**config.mk**
```make
export PLATFORM = sky130hd
export DESIGN_NAME = fnd_scan_ctrl
export DESIGN_NICKNAME = d
export VERILOG_FILES = /design/src/rtl/fnd_pkg.sv /design/src/rtl/fnd_scan_ctrl.sv
export SDC_FILE = /design/constraint.sdc
export NUM_CORES = 1
export LEC_CHECK = 0
export ABC_AREA = 1
export ABC_CLOCK_PERIOD_IN_PS = 2100
export CORE_AREA = 5 5 76 71
export CTS_CLUSTER_DIAMETER = 200
export DETAILED_ROUTE_END_ITERATION = 8
export DIE_AREA = 0 0 81 76
export PLACE_DENSITY = 0.75
export REMOVE_ABC_BUFFERS = 1
export SKIP_CTS_REPAIR_TIMING = 1
export SLEW_MARGIN = 0
export SYNTH_ARGS = -nofsm -noshare
export SYNTH_HDL_FRONTEND = slang
export SYNTH_SLANG_ARGS = --single-unit
```
**constraint.sdc**
```tcl
create_clock -name clk -period 2.1 [get_ports clk]
set_input_delay 0.63 -clock clk [delete_from_list [all_inputs] [get_ports clk]]
set_output_delay 0.63 -clock clk [all_outputs]
set_load 0.005 [all_outputs]
```
**src/rtl/fnd_pkg.sv**
```systemverilog
// ---------------------------------------------------------------------------
// fnd_pkg
// Shared definitions for the 4-digit common-anode FND display path.
//   scan_state_t : scan controller states (GAP = all digits dark, SHOW = one
//                  digit lit)
//   FND_BLANK    : code understood by bcd_to_seg as "all segments off"
//   FND_DOT      : code understood by bcd_to_seg as "decimal point only"
//   COM_OFF      : active-low commons with every digit disabled
//   lz_mask()    : per-digit leading-zero blank mask for a packed BCD word
// ---------------------------------------------------------------------------
package fnd_pkg;

    typedef enum logic {
        GAP  = 1'b0,
        SHOW = 1'b1
    } scan_state_t;

    localparam logic [3:0] FND_BLANK = 4'hF;
    localparam logic [3:0] FND_DOT   = 4'hE;
    localparam logic [3:0] COM_OFF   = 4'b1111;

    // Bit i set means digit i is a leading zero and should be blanked.
    // Digit 0 is never blanked so a value of zero still shows "0".
    // Codes A-F count as non-zero.
    function automatic logic [3:0] lz_mask(input logic [15:0] value);
        logic [3:0] mask;
        mask[3] = (value[15:12] == 4'h0);
        mask[2] = mask[3] && (value[11:8] == 4'h0);
        mask[1] = mask[2] && (value[7:4] == 4'h0);
        mask[0] = 1'b0;
        return mask;
    endfunction

endpackage

```
**src/rtl/fnd_scan_ctrl.sv**
```systemverilog
// ---------------------------------------------------------------------------
// fnd_scan_ctrl
// Time-multiplexed scan controller for a 4-digit common-anode FND. Digits are
// lit one at a time for REFRESH_DIV cycles, separated by GAP_CYCLES dark
// cycles to suppress ghosting. The displayed value is snapshotted once per
// frame (on entry to digit 0) so a frame never mixes two input values.
//
// Parameters
//   REFRESH_DIV : cycles each digit is lit (>= 1)
//   GAP_CYCLES  : dark cycles between digits (>= 1)
// Ports
//   clk        in   system clock
//   reset_n    in   asynchronous active-low reset
//   en         in   scan enable; 0 forces the display dark and restarts scan
//   value      in   packed BCD, [3:0] = digit 0 (rightmost)
//   lz_blank   in   1 = blank leading zeros
//   com        out  active-low digit commons, bit i lights digit i
//   bcd_out    out  code for bcd_to_seg, 4'hF = segments off
//   digit_idx  out  index of the digit currently selected
//   frame_tick out  one-cycle pulse when a new snapshot is taken
// ---------------------------------------------------------------------------
module fnd_scan_ctrl
    import fnd_pkg::*;
#(
    parameter int REFRESH_DIV = 100_000,
    parameter int GAP_CYCLES  = 1_000
) (
    input  logic        clk,
    input  logic        reset_n,
    input  logic        en,
    input  logic [15:0] value,
    input  logic        lz_blank,
    output logic [3:0]  com,
    output logic [3:0]  bcd_out,
    output logic [1:0]  digit_idx,
    output logic        frame_tick
);

    localparam int CNT_MAX = (REFRESH_DIV > GAP_CYCLES) ? REFRESH_DIV : GAP_CYCLES;
    localparam int CNT_W   = (CNT_MAX > 1) ? $clog2(CNT_MAX) : 1;
    localparam logic [CNT_W-1:0] GAP_LAST  = CNT_W'(GAP_CYCLES - 1);
    localparam logic [CNT_W-1:0] SHOW_LAST = CNT_W'(REFRESH_DIV - 1);

    scan_state_t      state_q, state_d;
    logic [CNT_W-1:0] cnt_q, cnt_d;
    logic [1:0]       idx_q, idx_d;
    logic [15:0]      snap_value_q, snap_value_d;
    logic             snap_lz_q, snap_lz_d;
    logic [3:0]       com_q, com_d;
    logic [3:0]       bcd_out_q, bcd_out_d;
    logic [1:0]       digit_idx_q, digit_idx_d;
    logic             frame_tick_q, frame_tick_d;

    logic [3:0]       blank_mask;
    logic [3:0]       digit_code;

    // Next-state logic for the scan sequencer.
    always_comb begin
        state_d      = state_q;
        cnt_d        = cnt_q;
        idx_d        = idx_q;
        snap_value_d = snap_value_q;
        snap_lz_d    = snap_lz_q;
        frame_tick_d = 1'b0;

        if (!en) begin
            // Disable overrides any terminal count in the same cycle.
            state_d = GAP;
            cnt_d   = '0;
            idx_d   = 2'd0;
        end else begin
            unique case (state_q)
                GAP: begin
                    if (cnt_q == GAP_LAST) begin
                        state_d = SHOW;
                        cnt_d   = '0;
                        if (idx_q == 2'd0) begin
                            snap_value_d = value;
                            snap_lz_d    = lz_blank;
                            frame_tick_d = 1'b1;
                        end
                    end else begin
                        cnt_d = cnt_q + 1'b1;
                    end
                end
                SHOW: begin
                    if (cnt_q == SHOW_LAST) begin
                        state_d = GAP;
                        cnt_d   = '0;
                        idx_d   = idx_q + 2'd1;
                    end else begin
                        cnt_d = cnt_q + 1'b1;
                    end
                end
                default: begin
                    state_d = GAP;
                    cnt_d   = '0;
                end
            endcase
        end
    end

    // Outputs are derived from the *next* state so that, once registered,
    // they line up exactly with the state register. com and bcd_out are
    // produced from the same idx_d and therefore always switch together.
    always_comb begin
        blank_mask  = lz_mask(snap_value_d);
        digit_code  = snap_value_d[{idx_d, 2'b00} +: 4];
        digit_idx_d = idx_d;
        if (state_d == SHOW) begin
            com_d     = ~(4'b0001 << idx_d);
            bcd_out_d = (snap_lz_d && blank_mask[idx_d]) ? FND_BLANK : digit_code;
        end else begin
            com_d     = COM_OFF;
            bcd_out_d = FND_BLANK;
        end
    end

    always_ff @(posedge clk or negedge reset_n) begin
        if (!reset_n) begin
            state_q      <= GAP;
            cnt_q        <= '0;
            idx_q        <= 2'd0;
            snap_value_q <= 16'h0000;
            snap_lz_q    <= 1'b0;
            com_q        <= COM_OFF;
            bcd_out_q    <= FND_BLANK;
            digit_idx_q  <= 2'd0;
            frame_tick_q <= 1'b0;
        end else begin
            state_q      <= state_d;
            cnt_q        <= cnt_d;
            idx_q        <= idx_d;
            snap_value_q <= snap_value_d;
            snap_lz_q    <= snap_lz_d;
            com_q        <= com_d;
            bcd_out_q    <= bcd_out_d;
            digit_idx_q  <= digit_idx_d;
            frame_tick_q <= frame_tick_d;
        end
    end

    assign com        = com_q;
    assign bcd_out    = bcd_out_q;
    assign digit_idx  = digit_idx_q;
    assign frame_tick = frame_tick_q;

endmodule
```
==> results.py, run 1 <==
metrics = {
    "power": {
        "power.density_nw_per_um2": 504,
        "pwr-share-seq_pct": 57.6,
        "clkPwrFrac_pct": 36.8,
        "power_leakage_nw": 1.41,
        "p_sw_w": 0.000375,
        "swShare_pct": 24.2,
        "combPwrFrac_pct": 5.5,
        "p_int_w": 0.00118,
        "vdd_drop_max_mv": 0.415,
    },
    "clock_network": {
        "clk_latency_ns": 0.31,
        "cts_tree": "yes",
        "cts-root-buf": "clkbuf_8",
        "cts.sinks": 46,
        "cts_buffers": 5,
        "clk_pin_slew_ns": 0.09,
        "cts_buffer_depth": 2,
        "h-tree-depth": 2,
    },
    "floorplanning": {
        "rows": 24,
        "die_h_um": 76,
        "die_w_um": 81,
        "coreArea_um2": 4620,
        "fp.dieArea_um2": 6160,
        "initial_core_util_pct": 52.4,
        "io_pins": 31,
    },
    "synthesis": {
        "synthAdderAreaFrac_pct": 1.03,
        "synthXorXnorAreaFrac_pct": 1.81,
        "synth-simple-area-share_pct": 36.1,
        "synth_top_family_by_area": "simple AND/OR/NAND/NOR gates",
        "synth-compound-area-share_pct": 4.08,
        "async_reset_ff_share_pct": 100,
        "yosys_warnings": 0,
        "synth_flop_cell": "dfrtp_1",
        "syn_area_per_cell_um2": 8.00,
        "syn_area_um2": 2420,
        "synth_mux_area_share_pct": 0,
        "ys_seq_area_share_pct": 47.9,
        "ys_types": 32,
        "syn_inst": 303,
        "synth-edff-count": 0,
        "ys_ff_latch": 46,
    },
    "worst_setup_path": {
        "crit_path_top_delay_cell": "dfstp_2",
        "worst_setup_path_start_kind": "register",
        "required_ns": 1.47,
        "cp-end-kind": "output pin",
        "path_delay_family": "flip-flops",
        "critPathKind": "register to output pin",
        "timing.critical_path.buf_inv": 1,
        "cp_cell_sequence": "clkdlybuf4s50_1",
        "arrival_ns": 1.34,
        "path_max_fanout": 1,
        "cp_slowest_stage_delay_ns": 0.54,
    },
    "sta": {
        "finalCriticalPeriod_ns": 1.97,
        "fin_crit_sh_pct": 93.8,
        "hold_viol_final": 0,
        "fin_worst_skew_ns": 0.00709,
        "rsz0062_at_grt": "no",
        "slew_headroom_pct": 68.0,
        "fin_hold_ws_ns": 0.267,
        "maxSlewViolCount": 0,
        "setup_violations": 0,
        "worst_pin_slew_ns": 0.480,
        "fmax_ghz": 0.508,
    },
    "global_routing": {
        "antenna_found_initial": 0,
        "grt_use_total_pct": 18.8,
        "grt_pass1_vias": 1965,
        "grt_pass1_wl_mm": 9.14,
        "grt-ovfl-total": 0,
        "grt_max_degree": 28,
    },
    "routing": {
        "wl_per_cell_um": 12.7,
        "drt_iter0_markers": 148,
        "viasPerCell": 4.86,
        "dr.pass1.iters": 4,
        "dr_wl_met3_um": 324,
        "postRouteAntennaNets": 0,
        "highest_layer": "met4",
        "num_vias": 2050,
        "wl_met1_mm": 2.55,
        "drc_errors": 0,
        "drt_wl_total_mm": 5.35,
        "dr_wl_met2_mm": 2.38,
    },
    "finish": {
        "final_cell_mix": "nand2_1 (87), inv_1 (44), dfrtp_1 (38)",
        "final_common_cell": "nand2_1",
        "syn_to_final_growth_pct": 27.0,
        "n_antenna_cell": 0,
        "fin_util_pct": 66.6,
        "fin_nets": 378,
        "drive_gt1_share_pct": 21.6,
    },
    "placement": {
        "port_buffers": 30,
        "hpwl_mm": 4.07,
        "gp_congestion": 0.887,
    },
    "job": {
        "max_cap_viol_count": 0,
    },
    "worst_hold_path": {
        "min_path_type": "input port to async pin",
    },
    "run_status": {
        "status": "completed",
    },
}
## path summary, 6_finish.rpt
kind,start,to,slack (ns),cells after the start
max in group asynchronous,reset_n,bcd_out[0]$_DFF_PN1_,1.25,2
hold reg to reg,snap_value_q[0]$_DFF_PN0_,snap_value_q[0]$_DFF_PN0_,0.48,2
min in group clk,snap_value_q[0]$_DFF_PN0_,snap_value_q[0]$_DFF_PN0_,0.48,2
setup / recovery,bcd_out[0]$_DFF_PN1_,bcd_out[0],0.13,1
setup reg to reg,cnt_q[0]$_DFF_PN0_,cnt_q[14]$_DFF_PN0_,0.14,11
hold / removal,reset_n,snap_value_q[8]$_DFF_PN0_,0.27,1
## power groups by stage
| stage | clock network (W) | registers (W) | logic (W) |
|---|---|---|---|
| floorplan | 0 | 0.000910 | 0.0000159 |
| CTS | 0.000576 | 0.000894 | 0.0000861 |
| global route | 0.000625 | 0.000894 | 0.0000959 |
| finish | 0.000571 | 0.000894 | 0.0000855 |
| global placement | 0 | 0.000910 | 0.0000840 |
| detailed placement | 0 | 0.000911 | 0.0000858 |
## sequential cells by signal, summed over array words and instances, names as in the netlist
register / flops
state_q: 1
bcd_out: 4
snap_lz_q: 1
digit_idx: 2
snap_value_q: 16
cnt_q: 17
com: 4
frame_tick: 1
## logic make-up (layout without fill, tap and decap cells)
group,Yosys count,after routing
xor+xnor,5,5
simple gates,181,181
compound gates,14,14
flops,46,46
buf+inv,55,109
fa+ha+maj,2,2
## cell usage after synthesis (6+ instances only)
master | number | area [um2]
nor2_2 | 6 | 37.5
nand4_1 | 10 | 62.6
inv_1 | 44 | 165
dfstp_2 | 8 | 210
nand2_2 | 8 | 50.1
nand2_1 | 88 | 330
nor2_1 | 36 | 135
dfrtp_1 | 38 | 951
nand3_1 | 11 | 55.1
## metrics by stage
| stage | setup WS [ns] | instance area (um2) | std cells | total power, W | TNS, ns |
|---|---|---|---|---|---|
| 6_report | 0.131 | 3080 | 422 | 0.00155 | 0 |
| 5_1_grt | 0.000475 | 3080 | 422 | 0.00162 | 0 |
| 4_1_cts | 0.0654 | 3020 | 419 | 0.00156 | 0 |
| 3_5_place_dp | -0.0842 | 2920 | 411 | 0.000997 | -0.287 |
| 3_3_place_gp | -0.0461 | 2920 | 411 | 0.000994 | -0.181 |
| 2_1_floorplan | 0.322 | 2390 | 299 | 0.000926 | 0 |
## final cells by class
class	instances	area, um2
clock buffer	5	68.8
clock inverter	3	25.0
fill	397	1550
inverter	51	191
multi-input combinational	202	1050
sequential	46	1160
tap	65	81.3
timing repair buffer	50	500
## metal layers
metal  up-vias  track usage [%]
li1       1039                -
met1       940             27.0
met2        63             28.0
met3         8             4.73
met4         0             5.41
met5         -                0
Power figures use the tool's default switching activity.
==> run 2: changes to the inputs <==
--- a/config.mk
+++ b/config.mk
@@ -7,10 +7,10 @@
 export LEC_CHECK = 0
 export ABC_AREA = 1
 export ABC_CLOCK_PERIOD_IN_PS = 2100
-export CORE_AREA = 5 5 76 71
+export CORE_AREA = 2 2 73 68
 export CTS_CLUSTER_DIAMETER = 200
 export DETAILED_ROUTE_END_ITERATION = 8
-export DIE_AREA = 0 0 81 76
+export DIE_AREA = 0 0 75 70
 export PLACE_DENSITY = 0.75
 export REMOVE_ABC_BUFFERS = 1
 export SKIP_CTS_REPAIR_TIMING = 1
==> run 2 against run 1 <==
First-iteration DRC count shrank 11%. Via count shrank 0.98%. Critical path depth unchanged. Register-to-register slack improved by 0.07 ns. Wire length fell by 0.94%. Core utilization rose by 0.24 points. Combinational power rose by 1%. Cell count unchanged. Maximum frequency hardly changed. Worst setup slack gained 0.0013 ns.
==> results.py, run 2 (same netlist as run 1, synthesis figures left out) <==
metrics = {
    "routing": {
        "wl_per_cell_um": 12.5,
        "drt_wl_total_mm": 5.30,
        "drt_iter0_markers": 132,
        "num_vias": 2030,
        "drc_errors": 0,
        "dr.pass1.iters": 4,
        "viasPerCell": 4.81,
        "postRouteAntennaNets": 0,
    },
    "worst_setup_path": {
        "timing.critical_path.buf_inv": 1,
        "cp_slowest_stage_delay_ns": 0.53,
        "crit_path_top_delay_cell": "dfstp_2",
        "critPathKind": "register to output pin",
        "required_ns": 1.47,
        "path_delay_family": "flip-flops",
        "cp_cell_sequence": "clkdlybuf4s50_1",
        "path_max_fanout": 1,
        "arrival_ns": 1.34,
        "cp-end-kind": "output pin",
        "worst_setup_path_start_kind": "register",
    },
    "sta": {
        "setup_violations": 0,
        "finalCriticalPeriod_ns": 1.97,
        "fmax_ghz": 0.508,
        "fin_worst_skew_ns": 0.0107,
        "worst_slack_ns": 0.132,
        "maxSlewViolCount": 0,
        "hold_viol_final": 0,
        "fin_crit_sh_pct": 93.7,
        "worst_pin_slew_ns": 0.271,
        "slew_headroom_pct": 81.8,
    },
    "global_routing": {
        "grt-ovfl-total": 0,
        "grt_pass1_vias": 1913,
        "grt_max_degree": 47,
        "grt_use_total_pct": 22.8,
        "grt_pass1_wl_mm": 9.08,
        "antenna_found_initial": 0,
    },
    "finish": {
        "n_antenna_cell": 0,
        "largest_reg_flops": 17,
        "fin_nets": 378,
        "top_register": "cnt_q",
        "final_common_cell": "nand2_1",
        "final_cell_area_um2": 3070,
        "fin_util_pct": 66.8,
        "final_cell_mix": "nand2_1 (88), inv_1 (44), dfrtp_1 (37)",
        "reg.largest.list": "cnt_q x17, snap_value_q x16",
        "stdcell_count": 422,
        "drive_gt1_share_pct": 21.6,
        "syn_to_final_growth_pct": 26.6,
    },
    "clock_network": {
        "cts-root-buf": "clkbuf_8",
        "cts_tree": "yes",
        "h-tree-depth": 2,
        "clk_pin_slew_ns": 0.08,
        "clk_latency_ns": 0.31,
        "cts.sinks": 46,
        "cts_buffers": 5,
        "cts_buffer_depth": 2,
    },
    "placement": {
        "gp_congestion": 0.941,
        "preCtsSetupSlack_ns": -0.144,
        "dp.cells": 412,
        "port_buffers": 30,
        "hpwl_mm": 3.95,
        "dpl_cell_area_um2": 2930,
    },
    "floorplanning": {
        "coreArea_um2": 4590,
        "rows": 24,
        "io_pins": 31,
        "fp.dieArea_um2": 5250,
        "die_h_um": 70,
        "die_w_um": 75,
        "initial_core_util_pct": 52.8,
    },
    "power": {
        "vdd_drop_max_mv": 0.375,
        "power.density_nw_per_um2": 502,
        "power_leakage_nw": 1.40,
    },
    "job": {
        "max_cap_viol_count": 0,
    },
    "worst_hold_path": {
        "min_path_type": "input port to async pin",
    },
    "run_status": {
        "status": "completed",
    },
}
-- run 2: final cells by class --
cell class / instances / area (um2)
well taps: 65 / 81.3
fillers: 405 / 1530
clock inverters: 1 / 5.00
multi-input cells: 202 / 1050
repair buffers: 50 / 488
inverters: 51 / 191
flip-flops and latches: 46 / 1160
clock buffers: 7 / 86.3
-- run 2: final timing paths --
path,slack (ns),cells past startpoint,from,endpoint
worst max-delay path,0.13,1,com[1]$_DFF_PN1_,com[1]
worst min-delay path,0.28,2,reset_n,snap_value_q[6]$_DFF_PN0_
worst max register to register,0.21,11,cnt_q[0]$_DFF_PN0_,cnt_q[14]$_DFF_PN0_
worst min register to register,0.48,2,snap_value_q[0]$_DFF_PN0_,snap_value_q[0]$_DFF_PN0_
max in group asynchronous,1.53,2,reset_n,bcd_out[3]$_DFF_PN1_
min in group clk,0.48,2,snap_value_q[0]$_DFF_PN0_,snap_value_q[0]$_DFF_PN0_
-- run 2: metrics by stage --
step / TNS (ns) / power [W] / hold slack (ns)
global placement: -0.296 / 0.000995 / 0.446
finish: 0 / 0.00154 / 0.281
global route: -0.00330 / 0.00160 / 0.304
detailed placement: -0.442 / 0.000997 / 0.456
CTS: 0 / 0.00155 / 0.300
floorplan: 0 / 0.000926 / 0.334
-- run 2: layer usage --
metal,up-vias,wire (um),share of wire (%),GRT usage [%]
li1,1037,-,-,-
met1,942,2700,51,36.0
met2,45,2280,43,31.4
met4,0,86,1.6,7.14
met3,6,230,4.3,4.33
met5,-,0,0,0
-- run 2: worst register-to-register path: cells and delay by family, from the launching register on --
kind | cells | cell delay, ns
xor+xnor | 1 | 0.15
fa+ha+maj | 1 | 0.19
buf+inv | 2 | 0.17
flops | 1 | 0.38
simple gates | 7 | 0.89
-- run 2: power by group --
group / switching [W] / leakage [nW] / internal (W)
Combinational: 0.0000409 / 0.783 / 0.0000457
Clock: 0.000295 / 0.0482 / 0.000266
Sequential: 0.00000323 / 0.569 / 0.000890
Total: 0.000339 / 1.40 / 0.00120
==> run 3: changes to the inputs <==
==> constraint.sdc (replaced) <==
create_clock -name clk -period 2.1 [get_ports clk]
set_input_delay 0.63 -clock clk [delete_from_list [all_inputs] [get_ports clk]]
set_output_delay 0.63 -clock clk [all_outputs]
set_load 0.01 [all_outputs]
==> results of run 3 <==
The final DEF is identical to that of run 2. Status: completed.
Main changes from that run: setup slack after layout 0.132 ns -> 0.0976 ns
